<file path="src/rtl/video_timing.sv">
// Free-running raster timing generator: counts pixel clocks into line/frame
// positions and emits registered sync, active-video, coordinate and start strobes.
module video_timing #(
  parameter int H_ACTIVE  = 800,
  parameter int H_FP      = 40,
  parameter int H_SYNC    = 128,
  parameter int H_BP      = 88,
  parameter int V_ACTIVE  = 600,
  parameter int V_FP      = 1,
  parameter int V_SYNC    = 4,
  parameter int V_BP      = 23,
  parameter bit HSYNC_POL = 1'b1,
  parameter bit VSYNC_POL = 1'b1,
  parameter int XW        = 11,
  parameter int YW        = 10
) (
  input  logic          clk,
  input  logic          rst_n,
  output logic          hsync,
  output logic          vsync,
  output logic          data_en,
  output logic [XW-1:0] x,
  output logic [YW-1:0] y,
  output logic          line_start,
  output logic          frame_start
);

  localparam int H_TOTAL  = H_ACTIVE + H_FP + H_SYNC + H_BP;
  localparam int V_TOTAL  = V_ACTIVE + V_FP + V_SYNC + V_BP;
  localparam int HS_START = H_ACTIVE + H_FP;
  localparam int HS_END   = HS_START + H_SYNC;
  localparam int VS_START = V_ACTIVE + V_FP;
  localparam int VS_END   = VS_START + V_SYNC;

  if (H_ACTIVE <= 0 || H_FP <= 0 || H_SYNC <= 0 || H_BP <= 0 ||
      V_ACTIVE <= 0 || V_FP <= 0 || V_SYNC <= 0 || V_BP <= 0) begin : g_bad_timing
    $error("video_timing: all timing parameters must be greater than zero");
  end
  if (XW < 1 || XW > 30 || H_TOTAL > (1 << XW)) begin : g_bad_xw
    $error("video_timing: XW too narrow for H_TOTAL");
  end
  if (YW < 1 || YW > 30 || V_TOTAL > (1 << YW)) begin : g_bad_yw
    $error("video_timing: YW too narrow for V_TOTAL");
  end

  logic [XW-1:0] h_cnt_q, h_cnt_d;
  logic [YW-1:0] v_cnt_q, v_cnt_d;
  logic          h_last, v_last;
  logic          h_act, v_act, hs_win, vs_win, active;

  logic          hsync_q, vsync_q, data_en_q, line_start_q, frame_start_q;
  logic [XW-1:0] x_q;
  logic [YW-1:0] y_q;

  // NOTE: every variable driven here gets a default on the first lines, so no
  // path through the block can leave it unassigned and infer a latch.
  always_comb begin
    h_last  = (h_cnt_q == XW'(H_TOTAL - 1));
    v_last  = (v_cnt_q == YW'(V_TOTAL - 1));
    h_cnt_d = h_last ? '0 : h_cnt_q + XW'(1);
    v_cnt_d = v_cnt_q;
    if (h_last) begin
      v_cnt_d = v_last ? '0 : v_cnt_q + YW'(1);
    end
  end

  // Decode of the current position; registered below, hence one clock behind the counters.
  assign h_act  = (h_cnt_q < XW'(H_ACTIVE));
  assign v_act  = (v_cnt_q < YW'(V_ACTIVE));
  assign hs_win = (h_cnt_q >= XW'(HS_START)) && (h_cnt_q < XW'(HS_END));
  assign vs_win = (v_cnt_q >= YW'(VS_START)) && (v_cnt_q < YW'(VS_END));
  assign active = h_act && v_act;

  // NOTE: sequential state uses non-blocking assignments so every register
  // samples the pre-edge values regardless of statement order.
  always_ff @(posedge clk or negedge rst_n) begin
    if (!rst_n) begin
      h_cnt_q       <= '0;
      v_cnt_q       <= '0;
      hsync_q       <= ~HSYNC_POL;
      vsync_q       <= ~VSYNC_POL;
      data_en_q     <= 1'b0;
      x_q           <= '0;
      y_q           <= '0;
      line_start_q  <= 1'b0;
      frame_start_q <= 1'b0;
    end else begin
      h_cnt_q       <= h_cnt_d;
      v_cnt_q       <= v_cnt_d;
      hsync_q       <= hs_win ? HSYNC_POL : ~HSYNC_POL;
      vsync_q       <= vs_win ? VSYNC_POL : ~VSYNC_POL;
      data_en_q     <= active;
      x_q           <= active ? h_cnt_q : '0;
      y_q           <= active ? v_cnt_q : '0;
      line_start_q  <= (h_cnt_q == '0);
      frame_start_q <= (h_cnt_q == '0) && (v_cnt_q == '0);
    end
  end

  assign hsync       = hsync_q;
  assign vsync       = vsync_q;
  assign data_en     = data_en_q;
  assign x           = x_q;
  assign y           = y_q;
  assign line_start  = line_start_q;
  assign frame_start = frame_start_q;

endmodule

</file>
<file path="config.mk">
export PLATFORM = sky130hd
export DESIGN_NAME = video_timing
export DESIGN_NICKNAME = d
export VERILOG_FILES = /design/src/rtl/video_timing.sv
export SDC_FILE = /design/constraint.sdc
export NUM_CORES = 1
export LEC_CHECK = 0
export ABC_CLOCK_PERIOD_IN_PS = 2230
export CELL_PAD_IN_SITES_DETAIL_PLACEMENT = 1
export CELL_PAD_IN_SITES_GLOBAL_PLACEMENT = 1
export CORE_MARGIN = 3
export CORE_UTILIZATION = 23
export CTS_CLUSTER_DIAMETER = 100
export DETAILED_ROUTE_END_ITERATION = 16
export PLACE_DENSITY_LB_ADDON = 0.1
export SYNTH_ARGS = -nofsm -noshare
export SYNTH_HDL_FRONTEND = slang
export SYNTH_SLANG_ARGS = --single-unit
</file>
<file path="constraint.sdc">
create_clock -name clk -period 2.23 [get_ports clk]
set_clock_uncertainty 0.2 [all_clocks]
set_input_delay 0.446 -clock clk [delete_from_list [all_inputs] [get_ports clk]]
set_output_delay 0.446 -clock clk [all_outputs]
set_load 0.05 [all_outputs]
</file>
# After elaboration in Yosys (flattened, before gate mapping)
# Index checks and enable logic that the tools add are counted.
# word_totals
ff_bits	47
input_bits	2
output_inout_bits	26
wordCells	31
# classes
add_sub_neg	2
magnitude_cmp	6
n_eq_ne	2
n_mux	6
n_reduce_logical	6
# ops
operator	n
$lt A11 B10 Y1 const B	2
$mux W11	2
$lt A10 B10 Y1 const B	2
$mux W10	2
$add A11 B1 Y11 const B	1
$eq A11 B11 Y1 const B	1
$ge A11 B10 Y1 const B	1
$logic_not A11 Y1	1
$add A10 B1 Y10 const B	1
$eq A10 B10 Y1 const B	1
$ge A10 B10 Y1 const B	1
$logic_not A10 Y1	1
$logic_and A1 B1 Y1	4
$mux W1	2

# Longest topological paths before layout
# Gate-level depths: netlist of the first run.
# logic_depth
depth_word	3
depth_mapped	6

# Worst setup path after synthesis of the first run
# No wires, ideal clock.
# synth_path
kind	register to register
start	reg h_cnt_q[5]
end	reg v_cnt_q[9]
setup_ns	0.076
t_arrival_ns	1.439
required_time_ns	1.954
path_slack_ns	0.515
stages_incl_launch_ff	6
n_path_buf	1
synth_period_minus_slack_ns	1.715
path_cell_list	dfrtp_1 -> buf_6 -> and4bb_2 -> nand3_2 -> or4b_1 -> o21ai_1
# synth_via
elab_chain_cells	1
# synth_lines
element	line	rtl
start: declaration	46	logic [XW-1:0] h_cnt_q, h_cnt_d;
start signal: assignment	88	h_cnt_q <= h_cnt_d;
$eq A11 B11 Y1	58	h_last = (h_cnt_q == XW'(H_TOTAL - 1));
end signal: assignment	89	v_cnt_q <= v_cnt_d;
end: declaration	47	logic [YW-1:0] v_cnt_q, v_cnt_d;
# No other way between the ends.
# A chain may end at the register's enable or synchronous reset.

# Final worst setup path of the first run
# layout_path
start	reg hsync_q (netlist: hsync)
end	out hsync
# layout_rtl
element	line	rtl
start: declaration	51	logic hsync_q, vsync_q, data_en_q, line_start_q, frame_start_q;
start signal: assignment	80	hsync_q <= ~HSYNC_POL;
start signal: assignment	90	hsync_q <= hs_win ? HSYNC_POL : ~HSYNC_POL;
end: declaration	19	output logic hsync,
# No word-level cell between the ends.

==> flow_results.xml, run 1 <==
<?xml version="1.0" encoding="UTF-8"?>
<metrics>
  <group name="outcome">
    <metric name="outcome" unit="">finished clean</metric>
  </group>
  <group name="logic_synthesis">
    <metric name="netlist_area" unit="sq um">2060</metric>
    <metric name="share_of_synthesized_area_occupied_by_flip_flops_and_latches" unit="%">57.2</metric>
    <metric name="synthArstFlopShare" unit="%">100</metric>
    <metric name="yosys.area.top_type_share" unit="%">57.2</metric>
    <metric name="syn_avg_cell_area" unit="sq um">11.4</metric>
    <metric name="dominant_synthesized_flop_cell" unit="">dfrtp_1</metric>
    <metric name="synthesis.instances" unit="">180</metric>
    <metric name="netlist_top_cells_area" unit="">dfrtp_1 57%, and2_1 6.1%, ha_1 3.0%</metric>
    <metric name="yosysUniqueCellTypes" unit="">41</metric>
    <metric name="synth_edf_count" unit="">0</metric>
    <metric name="synthesis.nets" unit="">187</metric>
    <metric name="synth-warning-count" unit="">0</metric>
    <metric name="synth.largest_area_cell" unit="">dfrtp_1</metric>
    <metric name="synth_seq_cells" unit="">47</metric>
  </group>
  <group name="sta">
    <metric name="fin_ws" unit="ns">0.145</metric>
    <metric name="max_freq" unit="MHz">480</metric>
    <metric name="setup_total_negative_slack" unit="ns">0</metric>
    <metric name="grt_setup_unrepaired" unit="">false</metric>
    <metric name="fin_crit_sh" unit="%">93.5</metric>
    <metric name="tightest_slew" unit="ns">0.510</metric>
    <metric name="maxSlewViolCount" unit="">0</metric>
    <metric name="timing.final.setup_violations" unit="">0</metric>
    <metric name="maxSlewHeadroom" unit="%">65.9</metric>
    <metric name="fin_crit" unit="ns">2.08</metric>
    <metric name="final-hold-violation-count" unit="">0</metric>
    <metric name="hold-worst-slack" unit="ns">0.337</metric>
  </group>
  <group name="clock_network">
    <metric name="total_number_of_h_tree_levels" unit="">2</metric>
    <metric name="clk_latency" unit="ns">0.30</metric>
    <metric name="postcts_resize_cnt" unit="">0</metric>
    <metric name="count_of_buffers_added_by_post_cts_timing_repair_for_setup" unit="">0</metric>
    <metric name="cts-buffers-inserted" unit="">5</metric>
    <metric name="cts_tree" unit="">done</metric>
    <metric name="tritoncts_num_sinks" unit="">47</metric>
    <metric name="clk_transition_reported_paths" unit="ns">0.09</metric>
    <metric name="hold_bufs_at_cts" unit="">1</metric>
    <metric name="cts.path.max_buffers" unit="">2</metric>
    <metric name="cts-root-buf" unit="">clkbuf_8</metric>
  </group>
  <group name="placement">
    <metric name="post-dp-hpwl" unit="um">3360</metric>
    <metric name="gp_congestion" unit="">0.806</metric>
    <metric name="place_ws" unit="ns">0.327</metric>
    <metric name="buffer_ports.inserted" unit="">27</metric>
    <metric name="detailed_place.area" unit="sq um">2430</metric>
  </group>
  <group name="floorplan">
    <metric name="die_area" unit="sq um">10100</metric>
    <metric name="dieWidth" unit="um">101</metric>
    <metric name="standard_cell_row_count" unit="">33</metric>
    <metric name="initial_core_utilization" unit="%">24.3</metric>
    <metric name="num_io_pins" unit="">28</metric>
    <metric name="core" unit="sq um">8460</metric>
    <metric name="die_y" unit="um">101</metric>
  </group>
  <group name="routing">
    <metric name="totalWireLength" unit="um">4660</metric>
    <metric name="drc_errors" unit="">0</metric>
    <metric name="detail_route.vias_per_cell" unit="">4.41</metric>
    <metric name="via_count" unit="">1389</metric>
    <metric name="drtIter0Drc" unit="">77</metric>
    <metric name="dr.pass1.iters" unit="">3</metric>
    <metric name="routedWlPerCell" unit="um">14.8</metric>
    <metric name="drt.antenna.violating_nets" unit="">0</metric>
  </group>
  <group name="critical_path">
    <metric name="critical-path-top-delay-family" unit="">buffers and inverters</metric>
    <metric name="critPathCaptureType" unit="">primary output</metric>
    <metric name="critical_path_buf_inv_count" unit="">1</metric>
    <metric name="critical_path.reg2reg.endpoint" unit="">v_cnt_q[9]$_DFFE_PN0N_</metric>
    <metric name="crit_type" unit="">flop to primary output</metric>
    <metric name="critical_path.reg2reg.startpoint" unit="">v_cnt_q[2]$_DFFE_PN0N_</metric>
    <metric name="worst-endpoint-required" unit="ns">1.58</metric>
    <metric name="worst-path-max-fanout" unit="">1</metric>
    <metric name="timing.critical_path.arrival" unit="ns">1.44</metric>
    <metric name="timing.reg2reg.setup_slack" unit="ns">0.33</metric>
    <metric name="slowest_cell_on_the_critical_path" unit="">clkdlybuf4s50_1</metric>
    <metric name="r2r_cells" unit="">4</metric>
    <metric name="crit_path_start_kind" unit="">flop</metric>
    <metric name="path_cells" unit="">clkdlybuf4s50_1</metric>
    <metric name="crit_path_max_incr_delay" unit="ns">0.80</metric>
  </group>
  <group name="pwr">
    <metric name="worst_ir_drop_vdd" unit="mV">0.208</metric>
    <metric name="power_per_cell_area" unit="nW/um^2">573</metric>
    <metric name="leakagePower" unit="nW">1.11</metric>
  </group>
  <group name="cells_and_area">
    <metric name="final_common_cell" unit="">dfrtp_1</metric>
    <metric name="layout.cells.most_common_list" unit="">47 x dfrtp_1, 25 x clkdlybuf4s50_1, 20 x and2_1, 10 x nor2_1</metric>
    <metric name="synthesis_to_layout_area_growth" unit="%">23.6</metric>
    <metric name="num_antenna_cells" unit="">0</metric>
    <metric name="layout-drive-gt1-share" unit="%">11.4</metric>
    <metric name="final_net_count" unit="">216</metric>
    <metric name="design_area" unit="sq um">2540</metric>
  </group>
  <group name="min_path">
    <metric name="hold_path_depth" unit="">1</metric>
    <metric name="hold_path_end" unit="">h_cnt_q[0]$_DFF_PN0_</metric>
    <metric name="worstHoldStart" unit="">h_cnt_q[0]$_DFF_PN0_</metric>
    <metric name="holdCritPathClass" unit="">flop to flop</metric>
  </group>
  <group name="global_route">
    <metric name="grt_start_max_net_pins" unit="">31</metric>
    <metric name="antenna_violations_before_repair" unit="">0</metric>
    <metric name="first_global_vias" unit="">1477</metric>
    <metric name="globalRouteTotalUtil" unit="%">9.98</metric>
    <metric name="global_route_wire_length_before_repair" unit="um">7870</metric>
    <metric name="globalRouteOverflowTotal" unit="">0</metric>
  </group>
  <group name="job">
    <metric name="drv_cap" unit="">0</metric>
  </group>
</metrics>
## cell type report
| class | instances | area, sq um |
|---|---|---|
| Fill cell | 936 | 5920 |
| Sequential cell | 47 | 1180 |
| Multi-Input combinational cell | 114 | 782 |
| Timing Repair Buffer | 32 | 315 |
| Tap cell | 105 | 131 |
| Clock buffer | 7 | 96.3 |
| Inverter | 9 | 33.8 |
| Clock inverter | 1 | 7.51 |
## worst max-delay path by stage
stage	endpoint	from	slack, ns	cells after the start
2_1_floorplan	v_cnt_q[9]$_DFFE_PN0N_	h_cnt_q[5]$_DFF_PN0_	0.51	5
4_1_cts	hsync	hsync$_DFF_PN0_	0.12	1
3_5_place_dp	v_cnt_q[4]$_DFFE_PN0N_	h_cnt_q[0]$_DFF_PN0_	0.33	5
6_report	hsync	hsync$_DFF_PN0_	0.15	1
5_1_grt	line_start	line_start$_DFF_PN0_	0.09	1
3_3_place_gp	v_cnt_q[9]$_DFFE_PN0N_	v_cnt_q[2]$_DFFE_PN0N_	0.37	4
## Yosys cell counts, types with 2 or more instances
| master | count |
|---|---|
| dfrtp_1 | 47 |
| and2_1 | 20 |
| nor2_1 | 10 |
| inv_1 | 9 |
| nand3_1 | 9 |
| nand2_1 | 8 |
| xor2_1 | 7 |
| nand4_1 | 6 |
| ha_1 | 5 |
| xnor2_1 | 5 |
| a21oi_1 | 4 |
| and4_1 | 4 |
| buf_2 | 4 |
| o21ai_0 | 4 |
| nor3_1 | 3 |
| a211oi_1 | 2 |
| and3_1 | 2 |
| and3_2 | 2 |
| buf_4 | 2 |
| buf_6 | 2 |
| clkbuf_1 | 2 |
| nand3_2 | 2 |
| nor4_1 | 2 |
| o21ai_1 | 2 |
## registers in the layout, indices dropped and copies added (netlist names)
signal / count
x: 11
line_start: 1
y: 10
data_en: 1
frame_start: 1
h_cnt_q: 11
v_cnt_q: 10
hsync: 1
vsync: 1
## power breakdown
group / leakage (nW) / internal (mW) / total [mW] / switching, mW
Combinational: 0.434 / 0.00681 / 0.0279 / 0.0211
Clock: 0.0505 / 0.282 / 0.577 / 0.294
Sequential: 0.625 / 0.852 / 0.853 / 0.000236
## layer usage
metal	track usage [%]	vias up	wire, um
met1	13.9	693	2340
met2	15.2	23	2100
li1	-	667	-
met5	0	-	0
met3	2.42	6	166
met4	3.11	0	63
## cell families (layout without fill, tap and decap cells)
kind of cell,after synthesis,after routing,share of synthesized area (%)
buf+inv,19,49,4.81
simple gates,77,77,23.6
mux,1,1,0.547
fa+ha+maj,5,5,3.04
flops,47,47,57.2
other cells,1,1,0.182
compound gates,18,18,5.54
xor+xnor,12,12,5.11
## per-stage QoR
| stage | power (mW) | std cells | utilization (%) |
|---|---|---|---|
| 2_1_floorplan | 0.873 | 180 | - |
| 3_3_place_gp | 0.898 | 306 | 28.7 |
| 3_5_place_dp | 0.899 | 306 | 28.7 |
| 4_1_cts | 1.49 | 315 | 30.0 |
| 5_1_grt | 1.52 | 315 | 30.0 |
| 6_report | 1.46 | 315 | 30.0 |
(Power assumes the default switching activity.)
==> run 2, diff against run 1 <==
--- a/config.mk
+++ b/config.mk
@@ -12,7 +12,8 @@
 export CORE_UTILIZATION = 23
 export CTS_CLUSTER_DIAMETER = 100
 export DETAILED_ROUTE_END_ITERATION = 16
-export PLACE_DENSITY_LB_ADDON = 0.1
+export GPL_TIMING_DRIVEN = 0
+export PLACE_DENSITY = 0.51
 export SYNTH_ARGS = -nofsm -noshare
 export SYNTH_HDL_FRONTEND = slang
 export SYNTH_SLANG_ARGS = --single-unit
==> run 2 against run 1 <==
Setup slack got worse by 0.0037 ns. Power rose by 1.6%. Maximum frequency fell by 0.18%. Sequential power barely moved. Global-route usage fell by 0.56 points. Count of clock-buffer cells in the layout fell by 1. Routed wire length fell by 6.8%.
==> flow_results.xml, run 2 (synthesis gave the netlist of run 1 again) <==
<?xml version="1.0" encoding="UTF-8"?>
<metrics>
  <group name="critical_path">
    <metric name="worst-path-max-fanout" unit="">1</metric>
    <metric name="timing.critical_path.arrival" unit="ns">1.44</metric>
    <metric name="timing.critical_path.from" unit="">y[2]$_DFF_PN0_</metric>
    <metric name="path_cells" unit="">clkdlybuf4s50_1</metric>
    <metric name="crit_type" unit="">flop to primary output</metric>
    <metric name="critPathCaptureType" unit="">primary output</metric>
    <metric name="critical-path-top-delay-family" unit="">buffers and inverters</metric>
    <metric name="critical_path.reg2reg.startpoint" unit="">v_cnt_q[8]$_DFFE_PN0N_</metric>
    <metric name="crit_path_start_kind" unit="">flop</metric>
    <metric name="crit_path_max_incr_delay" unit="ns">0.81</metric>
    <metric name="worst-endpoint-required" unit="ns">1.58</metric>
    <metric name="slowest_cell_on_the_critical_path" unit="">clkdlybuf4s50_1</metric>
    <metric name="critical_path_buf_inv_count" unit="">1</metric>
  </group>
  <group name="global_route">
    <metric name="globalRouteTotalUtil" unit="%">9.42</metric>
    <metric name="grt_start_max_net_pins" unit="">29</metric>
    <metric name="globalRouteOverflowTotal" unit="">0</metric>
    <metric name="first_global_vias" unit="">1523</metric>
    <metric name="global_route_wire_length_before_repair" unit="um">7690</metric>
    <metric name="antenna_violations_before_repair" unit="">0</metric>
  </group>
  <group name="floorplan">
    <metric name="core" unit="sq um">8460</metric>
    <metric name="num_io_pins" unit="">28</metric>
    <metric name="standard_cell_row_count" unit="">33</metric>
    <metric name="initial_core_utilization" unit="%">24.3</metric>
    <metric name="die_y" unit="um">101</metric>
    <metric name="die_area" unit="sq um">10100</metric>
    <metric name="dieWidth" unit="um">101</metric>
  </group>
  <group name="pwr">
    <metric name="comb_power_share" unit="%">1.9</metric>
    <metric name="clkPwrFrac" unit="%">40.6</metric>
    <metric name="power_per_cell_area" unit="nW/um^2">573</metric>
    <metric name="p_seq_share" unit="%">57.6</metric>
    <metric name="net-switching-power" unit="mW">0.293</metric>
    <metric name="switching_share" unit="%">19.8</metric>
    <metric name="leakagePower" unit="nW">1.14</metric>
    <metric name="worst_ir_drop_vdd" unit="mV">0.216</metric>
    <metric name="p_int" unit="mW">1.19</metric>
  </group>
  <group name="cells_and_area">
    <metric name="layout.cells.most_common_list" unit="">47 x dfrtp_1, 26 x clkdlybuf4s50_1, 20 x and2_1, 10 x nor2_1</metric>
    <metric name="layout-drive-gt1-share" unit="%">12.0</metric>
    <metric name="final_net_count" unit="">223</metric>
    <metric name="synthesis_to_layout_area_growth" unit="%">25.7</metric>
    <metric name="design_area" unit="sq um">2590</metric>
    <metric name="final_common_cell" unit="">dfrtp_1</metric>
    <metric name="num_antenna_cells" unit="">0</metric>
    <metric name="fillerInstances" unit="">924</metric>
    <metric name="finalCoreUtilization" unit="%">30.6</metric>
  </group>
  <group name="sta">
    <metric name="hold-worst-slack" unit="ns">0.352</metric>
    <metric name="fin_crit_sh" unit="%">93.7</metric>
    <metric name="maxSlewHeadroom" unit="%">66.1</metric>
    <metric name="fin_ws" unit="ns">0.141</metric>
    <metric name="max_freq" unit="MHz">479</metric>
    <metric name="final-hold-violation-count" unit="">0</metric>
    <metric name="maxSlewViolCount" unit="">0</metric>
    <metric name="timing.final.setup_violations" unit="">0</metric>
    <metric name="fin_crit" unit="ns">2.09</metric>
    <metric name="tightest_slew" unit="ns">0.507</metric>
    <metric name="grt_setup_unrepaired" unit="">false</metric>
  </group>
  <group name="clock_network">
    <metric name="clk_transition_reported_paths" unit="ns">0.09</metric>
    <metric name="count_of_buffers_added_by_post_cts_timing_repair_for_setup" unit="">0</metric>
    <metric name="hold_bufs_at_cts" unit="">1</metric>
    <metric name="cts_tree" unit="">done</metric>
    <metric name="cts-root-buf" unit="">clkbuf_8</metric>
    <metric name="clk_latency" unit="ns">0.29</metric>
    <metric name="cts-buffers-inserted" unit="">5</metric>
    <metric name="cts.path.max_buffers" unit="">2</metric>
    <metric name="tritoncts_num_sinks" unit="">47</metric>
    <metric name="total_number_of_h_tree_levels" unit="">2</metric>
    <metric name="postcts_resize_cnt" unit="">0</metric>
  </group>
  <group name="min_path">
    <metric name="worstHoldStart" unit="">h_cnt_q[0]$_DFF_PN0_</metric>
    <metric name="holdCritPathClass" unit="">flop to flop</metric>
  </group>
  <group name="routing">
    <metric name="drt.antenna.violating_nets" unit="">0</metric>
    <metric name="drtIter0Drc" unit="">43</metric>
    <metric name="via_count" unit="">1397</metric>
    <metric name="wl_met1" unit="um">2060</metric>
    <metric name="detail_route.vias_per_cell" unit="">4.35</metric>
    <metric name="drc_errors" unit="">0</metric>
    <metric name="totalWireLength" unit="um">4350</metric>
    <metric name="routedWlPerCell" unit="um">13.5</metric>
    <metric name="dr.pass1.iters" unit="">4</metric>
    <metric name="detailroute.wirelength.met2" unit="um">2110</metric>
    <metric name="met3RoutedLength" unit="um">106</metric>
    <metric name="route.top_layer_used" unit="">met4</metric>
  </group>
  <group name="placement">
    <metric name="gp_congestion" unit="">0.757</metric>
    <metric name="detailed_place.area" unit="sq um">2470</metric>
    <metric name="buffer_ports.inserted" unit="">27</metric>
    <metric name="post-dp-hpwl" unit="um">3170</metric>
    <metric name="place_ws" unit="ns">0.287</metric>
  </group>
  <group name="outcome">
    <metric name="outcome" unit="">finished clean</metric>
  </group>
  <group name="job">
    <metric name="drv_cap" unit="">0</metric>
  </group>
</metrics>
run 2: cell types whose count changed in the layout (fill, tap and decap cells not counted), sizes merged:
cell,before,now
buf,6,10
bufinv,0,1
clkbuf,7,8
clkdlybuf4s50,25,26
clkinvlp,1,0
run 2: metal layers:
layer / up-vias / track usage [%]
li1: 681 / -
met1: 689 / 12.9
met2: 22 / 15.4
met3: 5 / 1.45
met4: 0 / 2.80
met5: - / 0
run 2: area by class of cell:
class | instances | area, sq um | share of cell area [%]
Clock inverter | 1 | 30.0 | 1.16
Sequential cell | 47 | 1180 | 45.5
Clock buffer | 6 | 72.6 | 2.81
Tap cell | 105 | 131 | 5.08
Timing Repair Buffer | 29 | 295 | 11.4
Multi-Input combinational cell | 114 | 782 | 30.2
Inverter | 9 | 33.8 | 1.31
Buffer | 10 | 65.1 | 2.52
run 2: through the flow:
stage / TNS, ns / power (mW) / instances
2_1_floorplan: 0 / 0.873 / 180
3_3_place_gp: -41.53 / 0.894 / 312
3_5_place_dp: 0 / 0.898 / 313
4_1_cts: 0 / 1.51 / 321
5_1_grt: 0 / 1.55 / 321
6_report: 0 / 1.48 / 321
run 2: worst paths after layout:
check,to,slack [ns],cells after the start
worst max-delay path,y[2],0.14,1
worst min-delay path,h_cnt_q[0]$_DFF_PN0_,0.35,1
worst max register to register,v_cnt_q[5]$_DFFE_PN0N_,0.21,4
worst min register to register,h_cnt_q[0]$_DFF_PN0_,0.35,1
max in group asynchronous,data_en$_DFF_PN0_,0.87,3
min in group asynchronous,h_cnt_q[4]$_DFF_PN0_,0.45,2
run 2: power groups by stage:
stage | combinational (mW) | clock (mW) | sequential, mW
detailed placement | 0.0283 | 0 | 0.869
finish | 0.0278 | 0.601 | 0.852
floorplan | 0.000146 | 0 | 0.873
global route | 0.0323 | 0.661 | 0.853
global placement | 0.0248 | 0 | 0.870
CTS | 0.0296 | 0.628 | 0.852
